### config.mk
export PLATFORM = sky130hd
export DESIGN_NAME = seq_divider_flat
export DESIGN_NICKNAME = d
export VERILOG_FILES = /design/src/rtl/seq_divider_if.sv /design/src/rtl/seq_divider.sv /design/src/flat_wrapper.sv
export SDC_FILE = /design/constraint.sdc
export NUM_CORES = 1
export LEC_CHECK = 0
export BUFFER_PORTS_ARGS = -buffer_cell sky130_fd_sc_hd__buf_4
export CORE_ASPECT_RATIO = 2
export CORE_MARGIN = 8
export CORE_UTILIZATION = 30
export CTS_CLUSTER_SIZE = 20
export DETAILED_ROUTE_END_ITERATION = 6
export PLACE_DENSITY = 0.49
export SLEW_MARGIN = 30
export SYNTH_ARGS = -nofsm -noshare
export SYNTH_HDL_FRONTEND = slang
export SYNTH_SLANG_ARGS = --single-unit
### constraint.sdc
create_clock -name clk -period 3.9 [get_ports clk]
set_input_delay 0.975 -clock clk [delete_from_list [all_inputs] [get_ports clk]]
set_output_delay 0.975 -clock clk [all_outputs]
set_load 0.02 [all_outputs]
### src/rtl/seq_divider_if.sv
// seq_divider_if: operand/result valid-ready bundle for seq_divider.
// The div_zero signal exists only when SEQDIV_ZERO_DET_EN is defined.
interface seq_divider_if #(
    parameter int WIDTH = 8
);
    logic             in_valid;
    logic             in_ready;
    logic [WIDTH:0]   dividend;
    logic [WIDTH-1:0] divisor;
    logic             out_valid;
    logic             out_ready;
    logic [WIDTH:0]   quotient;
    logic [WIDTH-1:0] remainder;
    logic             busy;
`ifdef SEQDIV_ZERO_DET_EN
    logic             div_zero;

    modport slave (
        input  in_valid, dividend, divisor, out_ready,
        output in_ready, out_valid, quotient, remainder, busy, div_zero
    );
    modport master (
        output in_valid, dividend, divisor, out_ready,
        input  in_ready, out_valid, quotient, remainder, busy, div_zero
    );
`else
    modport slave (
        input  in_valid, dividend, divisor, out_ready,
        output in_ready, out_valid, quotient, remainder, busy
    );
    modport master (
        output in_valid, dividend, divisor, out_ready,
        input  in_ready, out_valid, quotient, remainder, busy
    );
`endif
endinterface

### src/rtl/seq_divider.sv
// seq_divider: multi-cycle restoring unsigned divider, one quotient bit per clock.
// WIDTH+1-bit dividend / WIDTH-bit divisor -> WIDTH+1-bit quotient, WIDTH-bit remainder.
// Optional macro SEQDIV_ZERO_DET_EN: detect divisor==0 at accept, skip the iterations
// and flag the result with div_zero.
module seq_divider #(
    parameter int WIDTH = 8
) (
    input  logic         clk,
    input  logic         rst_n,
    seq_divider_if.slave bus
);
    localparam int CW = $clog2(WIDTH + 1);

    typedef enum logic [1:0] {IDLE, CALC, DONE} state_t;

    state_t           r_state;
    state_t           w_next;
    // Dividend bits leave at the MSB while quotient bits enter at the LSB.
    logic [WIDTH:0]   r_work;
    logic [WIDTH-1:0] r_rem;
    logic [WIDTH-1:0] r_dvsr;
    logic [CW-1:0]    r_cnt;
    logic [WIDTH:0]   r_quotient;
    logic [WIDTH-1:0] r_remainder;
`ifdef SEQDIV_ZERO_DET_EN
    logic             r_zero;
`endif

    logic             w_accept;
    logic             w_finish;
    logic [WIDTH:0]   w_trial;
    logic [WIDTH+1:0] w_sub;
    logic             w_ge;
    logic [WIDTH-1:0] w_rem_next;

    assign w_accept   = bus.in_valid && (r_state == IDLE);
    // Partial remainder R (WIDTH+1 bits) after shifting in the next dividend bit.
    assign w_trial    = {r_rem, r_work[WIDTH]};
    // Single shared subtractor; the extra top bit is the borrow.
    assign w_sub      = {1'b0, w_trial} - {2'b00, r_dvsr};
    assign w_ge       = ~w_sub[WIDTH+1];
    // The remainder never exceeds WIDTH bits once a subtraction is kept.
    assign w_rem_next = w_ge ? WIDTH'(w_sub) : WIDTH'(w_trial);

`ifdef SEQDIV_ZERO_DET_EN
    assign w_finish = (r_state == CALC) && (r_zero || (r_cnt == '0));
`else
    assign w_finish = (r_state == CALC) && (r_cnt == '0);
`endif

    // State register.
    always_ff @(posedge clk or negedge rst_n) begin
        if (!rst_n) r_state <= IDLE;
        else        r_state <= w_next;
    end

    // Next-state logic.
    always_comb begin
        w_next = r_state;
        case (r_state)
            IDLE:    if (bus.in_valid)  w_next = CALC;
            CALC:    if (w_finish)      w_next = DONE;
            DONE:    if (bus.out_ready) w_next = IDLE;
            default: w_next = IDLE;
        endcase
    end

    // Operand capture, iteration datapath and result registers.
    always_ff @(posedge clk or negedge rst_n) begin
        if (!rst_n) begin
            r_work      <= '0;
            r_rem       <= '0;
            r_dvsr      <= '0;
            r_cnt       <= '0;
            r_quotient  <= '0;
            r_remainder <= '0;
`ifdef SEQDIV_ZERO_DET_EN
            r_zero      <= 1'b0;
`endif
        end else if (w_accept) begin
            r_work <= bus.dividend;
            r_rem  <= '0;
            r_dvsr <= bus.divisor;
            r_cnt  <= CW'(WIDTH);
`ifdef SEQDIV_ZERO_DET_EN
            r_zero <= (bus.divisor == '0);
`endif
        end else if (r_state == CALC) begin
            r_rem  <= w_rem_next;
            r_work <= {r_work[WIDTH-1:0], w_ge};
            r_cnt  <= r_cnt - 1'b1;
            if (w_finish) begin
`ifdef SEQDIV_ZERO_DET_EN
                // Zero divisor finishes on the first CALC cycle with the
                // result the full iteration would have produced.
                if (r_zero) begin
                    r_quotient  <= '1;
                    r_remainder <= r_work[WIDTH-1:0];
                end else begin
                    r_quotient  <= {r_work[WIDTH-1:0], w_ge};
                    r_remainder <= w_rem_next;
                end
`else
                r_quotient  <= {r_work[WIDTH-1:0], w_ge};
                r_remainder <= w_rem_next;
`endif
            end
        end
    end

    assign bus.in_ready  = (r_state == IDLE);
    assign bus.out_valid = (r_state == DONE);
    assign bus.busy      = (r_state != IDLE);
    assign bus.quotient  = r_quotient;
    assign bus.remainder = r_remainder;
`ifdef SEQDIV_ZERO_DET_EN
    assign bus.div_zero  = (r_state == DONE) && r_zero;
`endif
endmodule

### src/flat_wrapper.sv
// flat-port wrapper written by rule: the top's interface ports become plain ports
module seq_divider_flat 
#(
    parameter int WIDTH = 8
)
  (clk, rst_n, bus_in_valid, bus_dividend, bus_divisor, bus_out_ready, bus_in_ready, bus_out_valid, bus_quotient, bus_remainder, bus_busy);
  seq_divider_if #(.WIDTH(WIDTH)) bus_i ();
  input  logic clk;
  input  logic rst_n;
  input wire logic [$bits(bus_i.in_valid)-1:0] bus_in_valid;
  input wire logic [$bits(bus_i.dividend)-1:0] bus_dividend;
  input wire logic [$bits(bus_i.divisor)-1:0] bus_divisor;
  input wire logic [$bits(bus_i.out_ready)-1:0] bus_out_ready;
  output wire logic [$bits(bus_i.in_ready)-1:0] bus_in_ready;
  output wire logic [$bits(bus_i.out_valid)-1:0] bus_out_valid;
  output wire logic [$bits(bus_i.quotient)-1:0] bus_quotient;
  output wire logic [$bits(bus_i.remainder)-1:0] bus_remainder;
  output wire logic [$bits(bus_i.busy)-1:0] bus_busy;
  assign bus_i.in_valid = bus_in_valid;
  assign bus_i.dividend = bus_dividend;
  assign bus_i.divisor = bus_divisor;
  assign bus_i.out_ready = bus_out_ready;
  assign bus_in_ready = bus_i.in_ready;
  assign bus_out_valid = bus_i.out_valid;
  assign bus_quotient = bus_i.quotient;
  assign bus_remainder = bus_i.remainder;
  assign bus_busy = bus_i.busy;
  seq_divider #(.WIDTH(WIDTH)) u_core (.clk(clk), .rst_n(rst_n), .bus(bus_i));
endmodule
**After elaboration in Yosys (flattened, before gate mapping)**

Cells that the tools add are included.

- Register bits: 48
- Latch bits: 0
- Bits in writable memories: 0
- ROM bits: 0
- Input port bits: 21
- Output and inout bits: 20
- Logic and storage cells: 35
- Memories kept: 0

- Add/subtract/negate cells: 2
- Multipliers: 0
- Div/mod/pow operators: 0
- Order comparisons: 0
- Eq/ne operators: 5
- Shift operators: 0
- Mux-type cells: 11
- Bitwise operators: 2
- Reduce and logical (&&, ||, !) cells: 8

Operator list:

| operator | count |
|---|---|
| 2-to-1 mux 8 bit | 3 |
| 2-to-1 mux 9 bit | 2 |
| subtractor 9 x 8 -> 10 bit | 1 |
| 2-to-1 mux 4 bit | 2 |
| 2-to-1 mux 2 bit | 3 |
| case mux 2 bit (3 select lines) | 1 |
| AND reduction 3 bit | 2 |
| zero test 4 bit | 1 |
| inequality test 2 bit, second input constant | 2 |
| nonzero test 2 bit | 2 |
| subtractor 4 x 1 -> 4 bit, second input constant | 1 |
| equality test 2 x 1 -> 1 bit, second input constant | 1 |
| equality test 2 bit, second input constant | 1 |
| logical AND 1 bit | 2 |
| zero test 2 bit | 1 |
| inequality test 2 x 1 -> 1 bit, second input constant | 1 |
| inverter 1 bit | 2 |

**Longest topological paths before layout**

Gate-level depths: netlist of run 1.

- Depth in word-level cells: 4
- Depth in mapped cells: 9
- Depth with buffers taken out: 8

**Least setup slack after synthesis of run 1**

No wires, ideal clock.

- Path type: reg-to-output
- Start: register u_core.r_state[0]
- End: output bus_busy
- Arrival: 962 ps
- Data required time: 2925 ps
- Path slack: 1963 ps
- Cell stages (with the launch flop): 3
- Buffers on the path: 0
- Path through: dfrtp_1 -> nor2_1 -> inv_1

- Cells in the longest elaborated chain, start to end: 1

Ends and longest elaborated chain:

| what | RTL line | RTL |
|---|---|---|
| start, declared | seq_divider.sv:16 | `state_t r_state;` |
| start signal, assigned | seq_divider.sv:54 | `else r_state <= w_next;` |
| nonzero test 2 bit | seq_divider.sv:113 | `assign bus.busy = (r_state != IDLE);` |
| end, declared | flat_wrapper.sv:18 | `output wire logic [$bits(bus_i.busy)-1:0] bus_busy;` |

Every way passes these cells.

**Final worst setup path of run 1**

- Start: register u_core.r_rem[5]
- End: register u_core.r_remainder[2] (netlist: u_core.bus.remainder[2])

- Cells in the longest elaborated chain, start to end: 2

Ends and longest elaborated chain:

| what | RTL line | RTL |
|---|---|---|
| start, declared | seq_divider.sv:20 | `logic [WIDTH-1:0] r_rem;` |
| start signal, assigned | seq_divider.sv:89 | `r_rem <= w_rem_next;` |
| subtractor 9 x 8 -> 10 bit | seq_divider.sv:40 | `assign w_sub = {1'b0, w_trial} - {2'b00, r_dvsr};` |
| 2-to-1 mux 8 bit | seq_divider.sv:43 | `assign w_rem_next = w_ge ? WIDTH'(w_sub) : WIDTH'(w_trial);` |
| end signal, assigned | seq_divider.sv:105 | `r_remainder <= w_rem_next;` |
| end, declared | seq_divider.sv:24 | `logic [WIDTH-1:0] r_remainder;` |

Every way passes these cells.
A chain may end at the register's enable or synchronous reset.

==> run summary, run 1 <==
## Routing
• **Routed met3 length** 179 um
• **Met2 Routed Length** 3528 um
• **top layer in use** met4
• **number of nets with antenna violations after detailed routing** 0
• **routed metal-1 wire length** 2531 um
• **total via count after detailed routing** 1915
• **number of optimization iterations in the first detailed-route pass** 4
• **via density per instance** 4.812
• **count of unresolved DRC violations after routing** 0
• **average routed wire per standard cell** 16.04 um
• **detailed-route wire length** 6385 um
• **first-iteration detailed-routing DRC count** 73

## Critical path
• **Worst setup EP type** register
• **Critical Path AT** 2.35 ns
• **CP required** 4.04 ns
• **cell-by-cell listing of the critical path** ha_1, a21oi_4, o221ai_2, nor2_4, mux2i_1, o21ai_0
• **largest stage delay on the critical path** 0.43 ns
• **Critical Setup Path Class** register to register
• **top fanout value on the critical path** 13
• **Critical Path Start Type** register
• **Worst path slowest cell** sky130_fd_sc_hd__ha_1

## Finish
• **summed area of non-filler cells in the final layout** 2965 um2
• **Final Non-Filler Cells** 398
• **nets** 331
• **most common library cell in the layout ignoring fill and taps** sky130_fd_sc_hd__nand2_1
• **Syn-to-layout area delta** 19.40%
• **antenna diode instance count** 0
• **most frequent cells in the layout** sky130_fd_sc_hd__nand2_1 (71), sky130_fd_sc_hd__dfrtp_1 (48), sky130_fd_sc_hd__buf_4 (42)
• **share of layout cells above drive strength 1** 18.67%
• **fill cell instance count of the final layout** 844

## STA
• **post-route minimum period** 2.214 ns
• **Final Max Slew Viols** 0
• **Slew HR** 42.40%
• **Worst Skew** 0.004188 ns
• **worst-margin pin slew** 0.8619 ns
• **setup total negative slack** 0 ns
• **maximum clock frequency** 451.8 MHz
• **setup repair after global routing missed its margin** no
• **crit share post-route** 56.76%
• **count of endpoints failing setup in the final report** 0
• **number of hold violations in the final report** 0

## Pwr
• **power density cells** 1043 nW/um2
• **leakage component of the power** 1.435 nW
• **PnR Total Power** 3.094 mW
• **IR Drop Worst-Case VDD** 0.4210 mV

## Clocking
• **number of buffers created by CTS** 5
• **clock root cell** sky130_fd_sc_hd__clkbuf_16
• **hold bufs inserted after CTS** 0
• **Gates resized, CTS repair** 0
• **clock slew at reported path FFs** 0.06 ns
• **clock sink count** 48
• **CTS H-tree lvls** 2
• **Max clock buf depth** 2
• **clock tree from TritonCTS** yes
• **clk_lat worst skew** 0.29 ns
• **Setup Buffers After CTS** 0

## Worst hold path
• **Worst Hold Class** register to register

## Synthesis
• **sequential element share of the synthesized area** 48.36%
• **synthesis-stage register bit count** 48
• **post-synth design cell area** 2484 um2
• **Synth cell types** 41
• **per-instance average area after synthesis** 9.443 um2
• **number of synthesized flops with an enable pin** 0
• **async set-or-reset flop fraction in the synthesized netlist** 100.0%
• **Cells after Synth** 263
• **net count after synthesis** 295
• **predominant post-synthesis flop cell** sky130_fd_sc_hd__dfrtp_1
• **total number of yosys warnings** 0

## Die
• **Site Rows** 47
• **number of primary I/O pins** 41
• **initial standard-cell utilization of the core** 30.38%
• **floorplan die area** 11620 um2
• **Die Span X** 80.34 um
• **chip height** 144.7 um
• **Core Footprint** 8174 um2

## Place
• **port bufs** 40
• **RePlAce Congestion** 0.8188
• **total placed cells including tap cells** 390
• **placed standard-cell area** 2819 um2
• **detailed placement HPWL** 4662 um

## GRT
• **first-pass GRT wire length** 10610 um
• **antenna violations before repair** 0
• **Congestion Overflow GR** 0
• **number of global-route vias before repair** 2083
• **Total Routing Usage GR** 11.94%
• **largest net degree at the start of global routing** 49

## Outcome
• **outcome** finished clean

## Flow run
• **max_cap viols** 0

## logic make-up (layout without fill, tap and decap cells)
kind of cell,after synthesis,in the layout,synth area share (%)
compound gates,57,57,15.42
buf+inv,28,65,6.397
fa+ha+maj,11,11,5.844
mux,6,6,2.821
simple gates,107,107,19.04
xor+xnor,6,6,2.116
flops,48,48,48.36
## sequential cells by signal (all words and copies together), names as in the netlist
signal,count
u_core.r_work,9
u_core.bus.remainder,8
u_core.r_dvsr,8
u_core.r_state,2
u_core.bus.quotient,9
u_core.r_cnt,4
u_core.r_rem,8
## metrics by stage
stage	worst slack, ns	utilization, %	hold WS [ns]
final	1.686	36.28	0.4838
after global routing	1.523	36.28	0.5012
after CTS	1.667	36.28	0.4886
after detailed placement	1.625	34.49	0.4634
after global placement	1.628	34.49	0.4641
after floorplan	1.963	-	0.4459
## routing by layer
metal / GRT usage (%) / up-vias
met3: 2.413 / 8
met2: 21.58 / 27
met4: 5.502 / 0
li1: - / 953
met5: 0 / -
met1: 12.60 / 927
## worst paths after layout
check	endpoint	slack, ns	depth (start not counted)	from
worst max-delay path	u_core.bus.remainder[2]$_DFFE_PN0P_	1.69	6	u_core.r_rem[5]$_DFFE_PN0P_
worst min-delay path	u_core.bus.quotient[5]$_DFFE_PN0P_	0.48	2	u_core.bus.quotient[5]$_DFFE_PN0P_
worst max register to register	u_core.bus.remainder[2]$_DFFE_PN0P_	1.69	6	u_core.r_rem[5]$_DFFE_PN0P_
worst min register to register	u_core.bus.quotient[5]$_DFFE_PN0P_	0.48	2	u_core.bus.quotient[5]$_DFFE_PN0P_
max in group asynchronous	u_core.bus.remainder[2]$_DFFE_PN0P_	2.76	1	rst_n
min in group asynchronous	u_core.r_cnt[3]$_DFFE_PN0P_	0.70	1	rst_n
## Yosys cell counts, drive strengths merged, types with 4 or more instances
cell	number	area, um2
nand2	71	266.5
dfrtp	48	1201
o21ai	27	135.1
inv	15	56.30
nor2	11	48.80
ha	10	125.1
nand3	10	50.05
a22oi	8	60.06
a21oi	7	46.30
clkbuf	7	56.30
buf	5	36.28
mux2i	4	40.04
o211ai	4	30.03
## report_power, final
part	leakage [nW]	switching (mW)	internal [mW]
clock	0.0712	0.187	0.256
combinational	0.770	1.05	0.700
sequential	0.594	0.157	0.745
## critical path, delay by kind of cell, from the launching register on
family / cells / cell delay [ns]
AOI/OAI and AO/OA: 3 / 0.51
DFF: 1 / 0.40
adders and majority gates: 1 / 0.43
muxes: 1 / 0.32
and+or+nand+nor: 1 / 0.40
## area by class of cell
cell class / count / area (um2) / area share [%]
clock buffer: 8 / 146.4 / 4.937
inverter: 15 / 56.30 / 1.899
multi-input combinational: 187 / 1124 / 37.89
sequential: 48 / 1201 / 40.51
tap: 98 / 122.6 / 4.135
timing repair buffer: 42 / 315.3 / 10.63
No activity file was read; power rests on OpenSTA's default activity.
==> run 2, diff against run 1 <==
==> constraint.sdc (replaced) <==
create_clock -name clk -period 2.13 [get_ports clk]
set_input_delay 0.5325 -clock clk [delete_from_list [all_inputs] [get_ports clk]]
set_output_delay 0.5325 -clock clk [all_outputs]
set_load 0.02 [all_outputs]
==> run 2 against run 1 <==
Effect of this change:
- sequential power grew 85%
- critical endpoint is now u_core.r_rem[3]$_DFFE_PN0P_
- clock skew up 0.00071 ns
- critical path depth up 1
- cell count grew 4.0%
- cell area grew 7.6%
- power rose by 110%
- first-iteration DRC count rose by 26%
==> run summary, run 2 (synthesis results as in run 1) <==
## Flow run
• **max_cap viols** 0, unchanged

## GRT
• **antenna violations before repair** 0, unchanged
• **largest net degree at the start of global routing** 49, unchanged
• **Congestion Overflow GR** 0, unchanged
• **first-pass GRT wire length** 11260 um, +6.1%
• **Total Routing Usage GR** 12.66%, +0.73 points
• **number of global-route vias before repair** 2261, +8.5%

## Finish
• **antenna diode instance count** 0, unchanged
• **fill cell instance count of the final layout** 837, -0.83%
• **most common library cell in the layout ignoring fill and taps** sky130_fd_sc_hd__nand2_1
• **share of layout cells above drive strength 1** 25.63%, +7.0 points
• **footprint of the flip-flops and latches** 1201 um2, unchanged
• **Final Non-Filler Cells** 414, +4.0%
• **most frequent cells in the layout** sky130_fd_sc_hd__nand2_1 (71), sky130_fd_sc_hd__buf_4 (56), sky130_fd_sc_hd__dfrtp_1 (48)
• **Syn-to-layout area delta** 28.46%
• **final core utilization** 39.03%, +2.8 points
• **total area of multi-input combinational cells** 1176 um2, +4.7%
• **nets** 347, +4.8%

## Clocking
• **clock sink count** 48, unchanged
• **CTS H-tree lvls** 2, unchanged
• **number of buffers created by CTS** 5, unchanged
• **clock slew at reported path FFs** 0.07 ns, about the same
• **hold bufs inserted after CTS** 0, unchanged
• **clock tree from TritonCTS** yes
• **clock root cell** sky130_fd_sc_hd__clkbuf_16
• **clk_lat worst skew** 0.29 ns, about the same
• **Max clock buf depth** 2, unchanged

## Critical path
• **Critical Path AT** 2.25 ns, -0.10 ns
• **top fanout value on the critical path** 6, -7
• **CP required** 2.30 ns, -1.74 ns
• **Worst setup EP type** register
• **largest stage delay on the critical path** 0.42 ns, about the same
• **Critical Setup Path Class** register to register
• **cell-by-cell listing of the critical path** ha_1, a21oi_1, o221ai_2, nor2_4, buf_12, mux2i_4, o21ai_1
• **Critical Path Start Type** register
• **Worst path slowest cell** sky130_fd_sc_hd__dfrtp_1

## Routing
• **average routed wire per standard cell** 16.28 um, +1.5%
• **detailed-route wire length** 6741 um, +5.6%
• **number of nets with antenna violations after detailed routing** 0, unchanged
• **via density per instance** 4.821, +0.20%
• **first-iteration detailed-routing DRC count** 92, +26%
• **number of optimization iterations in the first detailed-route pass** 4, unchanged
• **count of unresolved DRC violations after routing** 0, unchanged
• **total via count after detailed routing** 1996, +4.2%

## Place
• **port bufs** 40, unchanged
• **total placed cells including tap cells** 403, +3.3%
• **setup slack after placement** -0.01349 ns, -1.639 ns
• **RePlAce Congestion** 0.8437, +3.0%
• **detailed placement HPWL** 5088 um, +9.1%

## STA
• **maximum clock frequency** 479.4 MHz, +6.1%
• **Final Max Slew Viols** 0, unchanged
• **worst-margin pin slew** 0.7392 ns, -0.1228 ns
• **count of endpoints failing setup in the final report** 0, unchanged
• **Slew HR** 50.54%, +8.1 points
• **post-route minimum period** 2.086 ns, -0.1278 ns
• **crit share post-route** 97.92%, +41 points
• **final critical-path setup slack** 0.04424 ns, -1.642 ns
• **number of hold violations in the final report** 0, unchanged
• **setup repair after global routing missed its margin** yes
• **minimum hold slack** 0.2522 ns, -0.2316 ns
• **Worst Skew** 0.004899 ns, +0.0007107 ns

## Pwr
• **leakage component of the power** 1.540 nW, +7.3%
• **IR Drop Worst-Case VDD** 0.6536 mV, +55%
• **power density cells** 2040 nW/um2, +95%

## Die
• **chip height** 144.7 um, unchanged
• **Die Span X** 80.34 um, unchanged
• **number of primary I/O pins** 41, unchanged
• **floorplan die area** 11620 um2, unchanged
• **Core Footprint** 8174 um2, unchanged
• **Site Rows** 47, unchanged
• **initial standard-cell utilization of the core** 30.38%, unchanged

## Outcome
• **outcome** finished clean

## Worst hold path
• **Worst Hold Class** primary input to async pin

run 2: cell count changes in the layout (fill, tap and decap cells not counted), sizes merged:
cell	before	now
buf	42	58
bufinv	0	1
clkbuf	8	7
run 2: area by class of cell:
cell class / count / area share, %
sequential: 48 / 37.65
multi-input combinational: 187 / 36.86
timing repair buffer: 58 / 14.16
clock buffer: 7 / 4.784
tap: 98 / 3.843
inverter: 15 / 1.765
clock inverter: 1 / 0.9412
run 2: worst max-delay path: cells and delay by family (launching register included):
kind | cells | cell delay (ns)
AO/OA/AOI/OAI | 3 | 0.50
flip-flops | 1 | 0.42
buffers and inverters | 1 | 0.17
adder cells (fa/ha/maj) | 1 | 0.39
AND/OR/NAND/NOR | 1 | 0.24
multiplexers | 1 | 0.23
run 2: worst paths after layout:
check / cells after the start / endpoint / from / slack [ns]
min in group clk: 2 / u_core.r_state[1]$_DFFE_PN0P_ / bus_out_ready / 0.44
max in group asynchronous: 1 / u_core.r_rem[6]$_DFFE_PN0P_ / rst_n / 1.43
worst min-delay path: 1 / u_core.bus.quotient[4]$_DFFE_PN0P_ / rst_n / 0.25
worst max-delay path: 7 / u_core.r_rem[3]$_DFFE_PN0P_ / u_core.r_rem[3]$_DFFE_PN0P_ / 0.04
worst min register to register: 2 / u_core.bus.remainder[0]$_DFFE_PN0P_ / u_core.bus.remainder[0]$_DFFE_PN0P_ / 0.48
worst max register to register: 7 / u_core.r_rem[3]$_DFFE_PN0P_ / u_core.r_rem[3]$_DFFE_PN0P_ / 0.04
run 2: metrics by stage:
| stage | area, um2 | total power, mW | setup TNS (ns) |
|---|---|---|---|
| floorplan | 2484 | 4.091 | 0 |
| global placement | 2917 | 5.120 | 0 |
| detailed placement | 2917 | 5.181 | -0.02276 |
| CTS | 3104 | 6.194 | 0 |
| global route | 3191 | 7.020 | -0.3558 |
| finish | 3191 | 6.508 | 0 |
run 2: repair_timing:
item                       4_1_cts  5_1_grt
buffers inserted                 0        3
gates resized for setup          1       10
setup endpoints to repair        3       10
pin swaps                        0        3
run 2: routing by layer:
metal  wire length [um]  GRT usage (%)
met5                  0              0
met3                272          2.599
met1               2510          12.46
met2               3684          23.11
met4                273          7.625
run 2: report_power, final:
group          switching, mW  internal [mW]  total (mW)
Sequential             0.306           1.36        1.67
Combinational           2.14           1.74        3.87
Clock                  0.346          0.619       0.965
Total                   2.79           3.72        6.51
==> run 3, diff against run 2 <==
--- a/config.mk
+++ b/config.mk
@@ -7,12 +7,11 @@
 export LEC_CHECK = 0
 export BUFFER_PORTS_ARGS = -buffer_cell sky130_fd_sc_hd__buf_4
 export CORE_ASPECT_RATIO = 2
-export CORE_MARGIN = 8
 export CORE_UTILIZATION = 30
 export CTS_CLUSTER_SIZE = 20
 export DETAILED_ROUTE_END_ITERATION = 6
+export GPL_TIMING_DRIVEN = 0
 export PLACE_DENSITY = 0.49
-export SLEW_MARGIN = 30
 export SYNTH_ARGS = -nofsm -noshare
 export SYNTH_HDL_FRONTEND = slang
 export SYNTH_SLANG_ARGS = --single-unit
==> run 3 against run 2 <==
Effect of this change:
- clock power fell by 0.4%
- cell area rose by 2.7%
- critical path type unchanged
- highest routed layer unchanged
- core utilization rose by 1.9 points
- sequential share of layout area fell by 0.98 points
- hold slack improved by 0.013 ns
==> run summary, run 3 (synthesis results as in run 1) <==
## Pwr
• **Power Internal** 3.936 mW, +5.8%
• **part of the power in the clock network** 14.1%, -0.7 points
• **switching power** 2.883 mW, +3.4%
• **power density cells** 2082 nW/um2, +2.1%
• **PnR Total Power** 6.819 mW, +4.8%
• **portion of total power attributed to sequential cells** 24.1%, -1.6 points
• **leakage component of the power** 1.571 nW, +2.0%
• **IR Drop Worst-Case VDD** 0.8327 mV, +27%
• **combinational cell fraction of total power** 61.8%, +2.3 points
• **share of total power consumed by net switching** 42.28%, -0.57 points

## STA
• **Slew HR** 47.31%, -3.2 points
• **count of endpoints failing setup in the final report** 0, unchanged
• **post-route minimum period** 2.072 ns, -0.01422 ns
• **setup total negative slack** 0 ns, unchanged
• **number of hold violations in the final report** 0, unchanged
• **Worst Skew** 0.003829 ns, -0.001070 ns
• **minimum hold slack** 0.2650 ns, +0.01278 ns
• **crit share post-route** 97.26%, -0.67 points
• **setup repair after global routing missed its margin** yes
• **maximum clock frequency** 482.7 MHz, +0.69%
• **worst-margin pin slew** 0.7875 ns, +0.04836 ns
• **Final Max Slew Viols** 0, unchanged

## Finish
• **antenna diode instance count** 0, unchanged
• **share of layout cells above drive strength 1** 27.59%, +2.0 points
• **most common library cell in the layout ignoring fill and taps** sky130_fd_sc_hd__nand2_1
• **final core utilization** 40.94%, +1.9 points
• **Syn-to-layout area delta** 31.89%
• **nets** 350, +0.86%
• **most frequent cells in the layout** sky130_fd_sc_hd__nand2_1 (71), sky130_fd_sc_hd__dfrtp_1 (48), sky130_fd_sc_hd__buf_4 (47)

## Routing
• **count of unresolved DRC violations after routing** 0, unchanged
• **number of optimization iterations in the first detailed-route pass** 4, unchanged
• **via density per instance** 4.865, +0.91%
• **first-iteration detailed-routing DRC count** 40, -57%
• **average routed wire per standard cell** 16.13 um, -0.95%
• **total via count after detailed routing** 2019, +1.2%
• **detailed-route wire length** 6693 um, -0.71%
• **number of nets with antenna violations after detailed routing** 0, unchanged

## Clocking
• **clock root cell** sky130_fd_sc_hd__clkbuf_16
• **clock tree from TritonCTS** yes
• **Max clock buf depth** 2, unchanged
• **clock sink count** 48, unchanged
• **CTS H-tree lvls** 2, unchanged
• **clock slew at reported path FFs** 0.06 ns, about the same
• **number of buffers created by CTS** 5, unchanged
• **clk_lat worst skew** 0.29 ns, about the same

## Die
• **chip height** 130.7 um, -9.7%
• **Site Rows** 46, -2.1%
• **floorplan die area** 8669 um2, -25%
• **initial standard-cell utilization of the core** 31.04%, +0.66 points
• **Core Footprint** 8000 um2, -2.1%
• **Die Span X** 66.34 um, -17%
• **number of primary I/O pins** 41, unchanged

## Critical path
• **Critical Path AT** 2.29 ns, +0.04 ns
• **cell-by-cell listing of the critical path** inv_1, ha_1, or2b_4, a2111oi_4, nor2_4, buf_12, mux2_4, o21ai_1
• **Worst path slowest cell** sky130_fd_sc_hd__a2111oi_4
• **Worst setup EP type** register
• **Critical Setup Path Class** register to register
• **CP required** 2.35 ns, +0.05 ns
• **largest stage delay on the critical path** 0.37 ns, -0.05 ns
• **Crit path buffers/inverters** 2, +1
• **kind of cell with the highest combined delay on the critical path** compound AO/OA/AOI/OAI gates
• **top fanout value on the critical path** 3, -3
• **Critical Path Start Type** register

## Worst hold path
• **Worst Hold Class** primary input to async pin

## Place
• **RePlAce Congestion** 0.8533, +1.1%
• **detailed placement HPWL** 4872 um, -4.2%
• **port bufs** 40, unchanged

## Outcome
• **outcome** finished clean

## GRT
• **Congestion Overflow GR** 0, unchanged
• **antenna violations before repair** 0, unchanged
• **Total Routing Usage GR** 17.32%, +4.7 points
• **largest net degree at the start of global routing** 49, unchanged
• **first-pass GRT wire length** 10920 um, -3.1%
• **number of global-route vias before repair** 2179, -3.6%

## Flow run
• **max_cap viols** 0, unchanged

==> run 3: worst paths after layout <==
kind                                                   start                             endpoint  slack [ns]  cells after the start
worst max-delay path            u_core.r_dvsr[1]$_DFFE_PN0P_  u_core.bus.remainder[1]$_DFFE_PN0P_        0.06                      8
worst min-delay path                                   rst_n          u_core.r_rem[0]$_DFFE_PN0P_        0.26                      1
worst max register to register  u_core.r_dvsr[1]$_DFFE_PN0P_  u_core.bus.remainder[1]$_DFFE_PN0P_        0.06                      8
worst min register to register  u_core.r_work[8]$_DFFE_PN0P_         u_core.r_work[8]$_DFFE_PN0P_        0.48                      2
max in group asynchronous                              rst_n         u_core.r_dvsr[6]$_DFFE_PN0P_        1.44                      1
min in group clk                               bus_out_ready        u_core.r_state[1]$_DFFE_PN0P_        0.42                      2
==> run 3: cell type report <==
class / count / area [um2]
fill: 829 / 4725
sequential: 48 / 1201
multi-input combinational: 187 / 1206
buffer: 13 / 111.4
tap: 96 / 120.1
clock buffer: 7 / 152.6
timing repair buffer: 48 / 397.9
inverter: 15 / 56.30
clock inverter: 1 / 30.03
==> run 3: repair_timing <==
action	in CTS	in global routing
setup buffers	5	2
resized for setup	8	14
cloned	1	0
endpoints found under the setup margin	6	16
pin swaps	3	1
hold buffers	0	0
==> run 3: power by group through the flow <==
stage                     Clock [mW]  Combinational (mW)  Sequential, mW
after floorplan                    0                2.33            1.76
after global placement             0                3.43            1.65
after detailed placement           0                3.48            1.66
after CTS                      0.984                4.02            1.64
after global routing            1.00                4.61            1.70
final                          0.961                4.21            1.65
==> run 3: routing by layer <==
metal	GRT usage, %	share of wire (%)
met5	0	0
met2	32.95	57
met4	7.885	2.8
met3	2.344	2.8
met1	18.15	37
==> run 3: per-stage QoR <==
stage | cells | setup slack, ns | area [um2]
floorplan | 263 | 0.2482 | 2484
detailed placement | 399 | -0.2394 | 2904
global route | 415 | -0.02330 | 3276
global placement | 399 | -0.2669 | 2904
CTS | 413 | 0.002445 | 3207
finish | 415 | 0.05846 | 3276
